`config.mk`:
```
export PLATFORM = sky130hd
export DESIGN_NAME = lfsr_action_gen_flat
export DESIGN_NICKNAME = d
export VERILOG_FILES = /design/src/rtl/lfsr_action_gen_if.sv /design/src/rtl/lfsr_action_gen.sv /design/src/flat_wrapper.sv
export SDC_FILE = /design/constraint.sdc
export NUM_CORES = 1
export LEC_CHECK = 0
export BUFFER_PORTS_ARGS = -buffer_cell sky130_fd_sc_hd__buf_2
export CAP_MARGIN = 20
export CORE_MARGIN = 4
export CORE_UTILIZATION = 55
export DETAILED_ROUTE_END_ITERATION = 7
export PLACE_DENSITY = 0.81
export SLEW_MARGIN = 30
export SYNTH_ARGS = -nofsm -noshare
export SYNTH_HDL_FRONTEND = slang
export SYNTH_SLANG_ARGS = --single-unit
export TNS_END_PERCENT = 100
```
`constraint.sdc`:
```
create_clock -name clk -period 2.8 [get_ports clk]
set_input_delay 0.56 -clock clk [delete_from_list [all_inputs] [get_ports clk]]
set_output_delay 0.56 -clock clk [all_outputs]
set_load 0.01 [all_outputs]
```
`src/rtl/lfsr_action_gen_if.sv`:
```
`default_nettype none
// ============================================================================
// Module   : lfsr_action_gen_if
// Function : Request, reseed and response bundle for lfsr_action_gen.
// Revision : 1.0 - initial release
// ============================================================================
interface lfsr_action_gen_if #(
    parameter int WIDTH = 16,
    parameter int N_CH  = 2
);
    localparam int CH_W = $clog2(N_CH);

    logic             req_valid;
    logic             req_ready;
    logic [CH_W-1:0]  req_ch;
    logic [3:0]       req_type;
    logic             req_is_player;

    logic             seed_load;
    logic [CH_W-1:0]  seed_ch;
    logic [WIDTH-1:0] seed_value;

    logic             resp_valid;
    logic             resp_ready;
    logic [1:0]       resp_state;
    logic [CH_W-1:0]  resp_ch;
    logic [7:0]       resp_sample;

    modport master (
        output req_valid, req_ch, req_type, req_is_player,
        output seed_load, seed_ch, seed_value,
        output resp_ready,
        input  req_ready, resp_valid, resp_state, resp_ch, resp_sample
    );

    modport slave (
        input  req_valid, req_ch, req_type, req_is_player,
        input  seed_load, seed_ch, seed_value,
        input  resp_ready,
        output req_ready, resp_valid, resp_state, resp_ch, resp_sample
    );
endinterface
`default_nettype wire

```
`src/rtl/lfsr_action_gen.sv`:
```
`default_nettype none
// ============================================================================
// Module   : lfsr_action_gen
// Function : Per-channel Galois LFSRs mapping action requests to outcomes.
// Revision : 1.0 - initial release
// ============================================================================
module lfsr_action_gen #(
    parameter int               WIDTH    = 16,
    parameter logic [WIDTH-1:0] TAPS     = 'hB400,
    parameter logic [WIDTH-1:0] SEED     = 'hACE1,
    parameter int               N_CH     = 2,
    parameter int               FREE_RUN = 0
) (
    input  wire logic         clk,
    input  wire logic         reset,
    lfsr_action_gen_if.slave  bus
);
    localparam int CH_W = $clog2(N_CH);

    localparam logic [1:0] c_MISS  = 2'd0;
    localparam logic [1:0] c_HIT   = 2'd1;
    localparam logic [1:0] c_CRIT  = 2'd2;
    localparam logic [1:0] c_BLOCK = 2'd3;

    if (WIDTH < 8 || N_CH < 2 || SEED == '0) begin : g_bad_params
        $error("lfsr_action_gen: WIDTH>=8, N_CH>=2 and non-zero SEED required");
    end

    // Channel c resets to SEED rotated left by c bits.
    function automatic logic [WIDTH-1:0] f_reset_seed(input int ch);
        logic [2*WIDTH-1:0] dbl;
        dbl = {SEED, SEED} << (ch % WIDTH);
        return dbl[2*WIDTH-1:WIDTH];
    endfunction

    function automatic logic [WIDTH-1:0] f_step(input logic [WIDTH-1:0] x);
        return (x >> 1) ^ (x[0] ? TAPS : '0);
    endfunction

    // Thresholds are 9 bits wide so 16*15 = 240 never wraps.
    function automatic logic [1:0] f_outcome(input logic [3:0] t,
                                             input logic       pl,
                                             input logic [7:0] r);
        logic [8:0] r9;
        logic [8:0] crit9;
        logic [8:0] hit9;
        r9    = {1'b0, r};
        crit9 = {3'b000, t, 2'b00};
        hit9  = {1'b0, t, 4'b0000};
        if (t == 4'd0)                     return c_MISS;
        else if (r9 < crit9)               return c_CRIT;
        else if (r9 < hit9)                return c_HIT;
        else if (!pl && r9 >= 9'd240)      return c_BLOCK;
        else                               return c_MISS;
    endfunction

    logic [WIDTH-1:0] r_lfsr [N_CH];
    logic [N_CH-1:0]  w_req_hit;
    logic [N_CH-1:0]  w_seed_hit;
    logic [7:0]       w_sample;
    logic             w_req_ch_ok;
    logic             w_req_ready;
    logic             w_accept;
    logic [1:0]       w_state;

    logic             r_resp_valid;
    logic [1:0]       r_resp_state;
    logic [CH_W-1:0]  r_resp_ch;
    logic [7:0]       r_resp_sample;

    // One-hot channel decode; an out-of-range index matches nothing.
    always_comb begin
        w_req_hit  = '0;
        w_seed_hit = '0;
        w_sample   = '0;
        for (int c = 0; c < N_CH; c++) begin
            w_req_hit[c]  = (bus.req_ch  == CH_W'(c));
            w_seed_hit[c] = (bus.seed_ch == CH_W'(c));
            if (bus.req_ch == CH_W'(c)) begin
                w_sample = r_lfsr[c][7:0];
            end
        end
    end

    assign w_req_ch_ok = |w_req_hit;
    assign w_req_ready = !r_resp_valid || bus.resp_ready;
    assign w_accept    = bus.req_valid && w_req_ready;
    assign w_state     = w_req_ch_ok ? f_outcome(bus.req_type, bus.req_is_player, w_sample)
                                     : c_MISS;

    // A reseed takes priority over a step; a zero reseed falls back to the reset seed.
    always_ff @(posedge clk) begin
        for (int c = 0; c < N_CH; c++) begin
            if (reset) begin
                r_lfsr[c] <= f_reset_seed(c);
            end else if (bus.seed_load && w_seed_hit[c]) begin
                r_lfsr[c] <= (bus.seed_value == '0) ? f_reset_seed(c) : bus.seed_value;
            end else if ((FREE_RUN != 0) || (w_accept && w_req_hit[c])) begin
                r_lfsr[c] <= f_step(r_lfsr[c]);
            end
        end
    end

    always_ff @(posedge clk) begin
        if (reset) begin
            r_resp_valid  <= 1'b0;
            r_resp_state  <= c_MISS;
            r_resp_ch     <= '0;
            r_resp_sample <= '0;
        end else if (w_accept) begin
            r_resp_valid  <= 1'b1;
            r_resp_state  <= w_state;
            r_resp_ch     <= bus.req_ch;
            r_resp_sample <= w_sample;
        end else if (bus.resp_ready) begin
            r_resp_valid  <= 1'b0;
        end
    end

    assign bus.req_ready   = w_req_ready;
    assign bus.resp_valid  = r_resp_valid;
    assign bus.resp_state  = r_resp_state;
    assign bus.resp_ch     = r_resp_ch;
    assign bus.resp_sample = r_resp_sample;
endmodule
`default_nettype wire

```
`src/flat_wrapper.sv`:
```
// flat-port wrapper written by rule: the top's interface ports become plain ports
module lfsr_action_gen_flat 
#(
    parameter int               WIDTH    = 16,
    parameter logic [WIDTH-1:0] TAPS     = 'hB400,
    parameter logic [WIDTH-1:0] SEED     = 'hACE1,
    parameter int               N_CH     = 2,
    parameter int               FREE_RUN = 0
)
  (clk, reset, bus_req_valid, bus_req_ch, bus_req_type, bus_req_is_player, bus_seed_load, bus_seed_ch, bus_seed_value, bus_resp_ready, bus_req_ready, bus_resp_valid, bus_resp_state, bus_resp_ch, bus_resp_sample);
  lfsr_action_gen_if #(.WIDTH(WIDTH), .N_CH(N_CH)) bus_i ();
  input  wire logic clk;
  input  wire logic reset;
  input wire logic [$bits(bus_i.req_valid)-1:0] bus_req_valid;
  input wire logic [$bits(bus_i.req_ch)-1:0] bus_req_ch;
  input wire logic [$bits(bus_i.req_type)-1:0] bus_req_type;
  input wire logic [$bits(bus_i.req_is_player)-1:0] bus_req_is_player;
  input wire logic [$bits(bus_i.seed_load)-1:0] bus_seed_load;
  input wire logic [$bits(bus_i.seed_ch)-1:0] bus_seed_ch;
  input wire logic [$bits(bus_i.seed_value)-1:0] bus_seed_value;
  input wire logic [$bits(bus_i.resp_ready)-1:0] bus_resp_ready;
  output wire logic [$bits(bus_i.req_ready)-1:0] bus_req_ready;
  output wire logic [$bits(bus_i.resp_valid)-1:0] bus_resp_valid;
  output wire logic [$bits(bus_i.resp_state)-1:0] bus_resp_state;
  output wire logic [$bits(bus_i.resp_ch)-1:0] bus_resp_ch;
  output wire logic [$bits(bus_i.resp_sample)-1:0] bus_resp_sample;
  assign bus_i.req_valid = bus_req_valid;
  assign bus_i.req_ch = bus_req_ch;
  assign bus_i.req_type = bus_req_type;
  assign bus_i.req_is_player = bus_req_is_player;
  assign bus_i.seed_load = bus_seed_load;
  assign bus_i.seed_ch = bus_seed_ch;
  assign bus_i.seed_value = bus_seed_value;
  assign bus_i.resp_ready = bus_resp_ready;
  assign bus_req_ready = bus_i.req_ready;
  assign bus_resp_valid = bus_i.resp_valid;
  assign bus_resp_state = bus_i.resp_state;
  assign bus_resp_ch = bus_i.resp_ch;
  assign bus_resp_sample = bus_i.resp_sample;
  lfsr_action_gen #(.WIDTH(WIDTH), .TAPS(TAPS), .SEED(SEED), .N_CH(N_CH), .FREE_RUN(FREE_RUN)) u_core (.clk(clk), .reset(reset), .bus(bus_i));
endmodule
```
== After elaboration in Yosys (flattened, before gate mapping) ==
Memories as Yosys holds them, arrays and structs flattened.
Cells that the tools add are included.
Operators by class
  order comparisons: 3
  mux-type cells: 31
  bitwise operators: 8
  reductions and logical operators: 12
Operators with widths (count)
  $mux 16: 8
  $xor 15x16->16: 2
  $mux 1: 18
  $logic_not 16->1: 1
  $ge 8x8->1 const B: 1
  $lt 8x6->1: 1
  $lt 8x8->1: 1
  $mux 2: 4
  $mux 8: 1
  $logic_and 1x1->1: 6
  $logic_not 4->1: 1
  $or 1x1->1: 4
  $logic_not 1->1: 2
  $not 1->1: 2
  $reduce_bool 2->1: 1
  $logic_or 1x1->1: 1
Storage, ports and cells
  logic and storage cells: 59
  memories: 1
  input port bits: 28
  flip-flop bits (word level): 12
  output and inout bits: 13
  RAM bits: 32
Memory list
  u_core.r_lfsr: words 2, bits a word 16, read ports 2, clocked after memory_dff 0, wr ports 2, RTL line lfsr_action_gen.sv:57  | logic [WIDTH-1:0] r_lfsr [N_CH];

== Logic depth before layout (Yosys ltp) ==
  word-level depth: 9
  depth in mapped cells: 9
  gate-level depth less buffers: 7

== Least setup slack after synthesis ==
No wires, ideal clock.
  path kind: input to register
  start point: input port bus_resp_ready
  end point: memory u_core.r_lfsr[0][0], enable pin
  data required time: 2.389 ns
  library setup time: 0.411 ns
  stages on the path: 3
  path slack: 0.262 ns
  path buffers: 0
  arrival time: 2.126 ns
  path through: nand2b_2 > nand2_1 > o21ai_0
RTL lines
  start, declared: RTL line flat_wrapper.sv:21  | input wire logic [$bits(bus_i.resp_ready)-1:0] bus_resp_ready;
  end, declared: RTL line lfsr_action_gen.sv:57

== Worst setup path in the final report ==
  start point: input port bus_req_ch
  end point: register u_core.r_resp_state[0], in the netlist u_core.bus.resp_state[0]
Between the ends
  cells in the longest elaborated chain, start to end: 7
  elaborated cells between the ends (all ways): 9
  classes of those cells: 3 x order compare; 5 x mux; 1 x reduce/logical
Ends and longest elaborated chain
  start, declared: RTL line flat_wrapper.sv:15  | input wire logic [$bits(bus_i.req_ch)-1:0] bus_req_ch;
  $mux 8 *: RTL line lfsr_action_gen.sv:79  | if (bus.req_ch == CH_W'(c)) begin
  named net u_core.w_sample[6]: RTL line lfsr_action_gen.sv:60  | logic [7:0] w_sample;
  $ge 8x8->1: RTL line lfsr_action_gen.sv:53  | else if (!pl && r9 >= 9'd240) return c_BLOCK;
  $logic_and 1x1->1: RTL line lfsr_action_gen.sv:53
  $mux 2: RTL line lfsr_action_gen.sv:53
  $mux 2: RTL line lfsr_action_gen.sv:52  | else if (r9 < hit9) return c_HIT;
  $mux 2 *: RTL line lfsr_action_gen.sv:51  | else if (r9 < crit9) return c_CRIT;
  $mux 2 *: RTL line lfsr_action_gen.sv:50  | if (t == 4'd0) return c_MISS;
  end signal, assigned: RTL line lfsr_action_gen.sv:107  | r_resp_state <= c_MISS;
  end signal, assigned: RTL line lfsr_action_gen.sv:112  | r_resp_state <= w_state;
  end, declared: RTL line lfsr_action_gen.sv:67  | logic [1:0] r_resp_state;
The timed path passes the listed nets; every way through them passes the cells marked *.
A chain may end at the register's enable or synchronous reset.

==> results.toml <==
[timing]
slew_headroom_pct = 53.24
setup_violations = 0
grt_setup_unrepaired = "false"
setup_tns_ns = 0
finalHoldViolations = 0
finalCritPeriodShare_pct = 71.27
min_period_ns = 1.996
max_slew.worst_pin.slew_ns = 0.6998
worst_hold_slack_ns = 0.4617
clock_skew_ns = 0.005954
max_freq_mhz = 501.1
slew_violations = 0

[detailed_routing]
drc = 0
via_count = 1734
wl_per_cell_um = 17.76
drt.antenna.violating_nets = 0
dr.pass1.iters = 4
dr.first_iter.drc_count = 123
vias_per_cell = 6.021
wl_um = 5114

[placed_design]
dp_hpwl_um = 3788
gp_congestion = 0.8048
io_buffer_count = 40
dp.cells = 280

[critical_path]
cp_top_family = "multiplexers"
path_cells = "buf_2, mux2i_2, inv_1, ha_1, o221ai_4, a211oi_2, o41ai_2"
r2r_cells = 6
timing.critical_path.buf_inv = 2
cpMaxStageDelayCell = "mux2i_2"
arrival_ns = 2.16
cp_max_fo = 14
start_kind = "primary input"
critical-path-max-stage-delay_ns = 0.46
crit_path_end_kind = "flop"
worstPathRequired_ns = 2.96
worstSetupPathType = "in -> reg"
path_depth = 7

[global_route]
grt_pass1_vias = 1737
grt_util_all_layers_pct = 20.91
antenna_found_initial = 0
grt_max_degree = 32
grt_pass1_wl_um = 8397
overflow = 0

[floorplan]
ios = 41
num_rows = 23
die_x_um = 72.51
coreArea_um2 = 4000
start_util_pct = 57.21
die_y_um = 72.51
die_area_um2 = 5257

[clock_network]
cts_buffers = 5
cts_tree = "built"
clockRootBuffer = "clkbuf_8"
cts.path.max_buffers = 2
postCtsSetupRepairBufs = 0
worstSkewPairLatency_ns = 0.29
clk_pin_slew_worst_paths_ns = 0.08
ctsResizeCount = 0
cts_hold_buffers = 0
ctsHtreeMaxLevel = 2
clock_sinks = 44

[synth]
yosysSeqAreaShare_pct = 52.49
syn_area_per_cell_um2 = 11.56
synthesis.area_um2 = 2288
synth_top_area_share_pct = 41.99
ys.flop_type = "edfxtp_1"
synth_area_leaders = "edfxtp_1 42%, dfxtp_1 10%, nor2_1 3.4%"
synth_cells = 198
synth_nets = 232
yosys.cell_count.top_type = "edfxtp_1"
synth.largest_area_cell = "edfxtp_1"
synthArstFlopShare_pct = 0
synth_cell_types = 46
synth_edf_count = 32
ys_top_cells_by_count = "32 x edfxtp_1, 21 x nor2_1, 16 x nand2_1, 12 x dfxtp_1, 9 x nand2b_1"
synth-seq-cells = 44
ys_warn_count = 0

[final_layout]
syn_to_final_growth_pct = 13.12
drive_above_1_share_pct = 27.31
stdcell_count = 288
layout.nets = 271
antenna_cells = 0

[hold_path]
hp-class = "reg -> reg"
min_path_cells = 2

[run]
max_cap_violations = 0

[power_and_ir_drop]
leakagePower_nw = 0.9808
finalPower_mw = 1.398
vdd_drop_max_v = 0.0003577
power_density_nw_per_um2 = 539.9

[status]
run_status = "completed"
[cells by family (layout without fill, tap and decap cells)]
group / Yosys count / after routing / synth area share (%)
AND/OR/NAND/NOR: 63 / 63 / 14.76
multiplexers: 8 / 8 / 3.827
AO/OA/AOI/OAI: 53 / 53 / 18.75
XOR/XNOR: 6 / 6 / 2.297
buffers and inverters: 18 / 58 / 4.593
adder cells (fa/ha/maj): 6 / 6 / 3.280
flip-flops: 44 / 44 / 52.49
[report_power, final]
part / switching [mW] / total (mW) / leakage (nW) / internal [mW]
registers: 0.0234 / 0.772 / 0.403 / 0.748
logic: 0.131 / 0.222 / 0.532 / 0.0910
clock network: 0.203 / 0.405 / 0.0455 / 0.201
[flip-flops by register name, indices dropped and copies added (netlist names)]
signal and cells:
u_core.bus.resp_state 2, u_core.r_lfsr 32, u_core.bus.resp_ch 1, u_core.bus.resp_valid 1, u_core.bus.resp_sample 8
[final timing paths]
check / slack, ns / to / start
max: 0.80 / u_core.bus.resp_state[0] / bus_req_ch
min reg2reg: 0.46 / u_core.bus.resp_ch / u_core.bus.resp_ch
max reg2reg: 1.04 / u_core.bus.resp_state[0] / u_core.r_lfsr[0][6]
min: 0.46 / u_core.bus.resp_ch / u_core.bus.resp_ch
[through the flow]
| stage | area (um^2) | util, % | worst slack [ns] |
|---|---|---|---|
| floorplan | 2288 | - | 0.2624 |
| global placement | 2499 | 62.46 | 0.5552 |
| detailed placement | 2499 | 62.46 | 0.4978 |
| CTS | 2589 | 64.72 | 0.8122 |
| global route | 2589 | 64.72 | 0.7414 |
| finish | 2589 | 64.72 | 0.8043 |
[worst register-to-register path, delay by kind of cell (launching register included)]
| family | cells | cell delay (ns) |
|---|---|---|
| AOI/OAI and AO/OA | 3 | 0.41 |
| adders and majority gates | 1 | 0.32 |
| buffers and inverters | 1 | 0.09 |
| DFF | 1 | 0.44 |
| muxes | 1 | 0.37 |
[cells in the final DEF, fill, tap and decap left out, types with 2 or more instances in the layout]
cell | synthesis | routed
nor4_1 | 4 | 4
nand2_1 | 16 | 16
ha_1 | 6 | 6
a21oi_1 | 8 | 8
buf_4 | 1 | 4
and2_1 | 2 | 2
a22oi_1 | 5 | 5
dfxtp_1 | 12 | 12
nor4_4 | 2 | 2
a211oi_1 | 5 | 5
inv_1 | 6 | 6
o22ai_1 | 8 | 8
o221a_2 | 3 | 3
nor3_1 | 2 | 2
xnor2_1 | 3 | 3
nor2_1 | 21 | 21
mux2_2 | 3 | 3
edfxtp_1 | 32 | 32
clkbuf_1 | 5 | 2
xor2_1 | 3 | 3
nand2b_1 | 9 | 9
clkbuf_8 | 0 | 6
mux2i_1 | 4 | 4
o22a_1 | 6 | 6
buf_2 | 2 | 40
a22o_1 | 7 | 7
[layout make-up]
type | instances | area (um^2)
clock buffers | 8 | 90.09
fillers | 335 | 1411
inverters | 6 | 22.52
multi-input cells | 136 | 982.2
flip-flops and latches | 44 | 1201
well taps | 50 | 62.56
repair buffers | 44 | 230.2
[layer usage]
layer  share of wire, %  GRT usage, %  vias up
met4                1.4         6.967        0
li1                   -             -      829
met1                 44         27.96      843
met3                6.9         4.986        8
met2                 48         33.57       54
met5                  0             0        -
(Power assumes the default switching activity.)
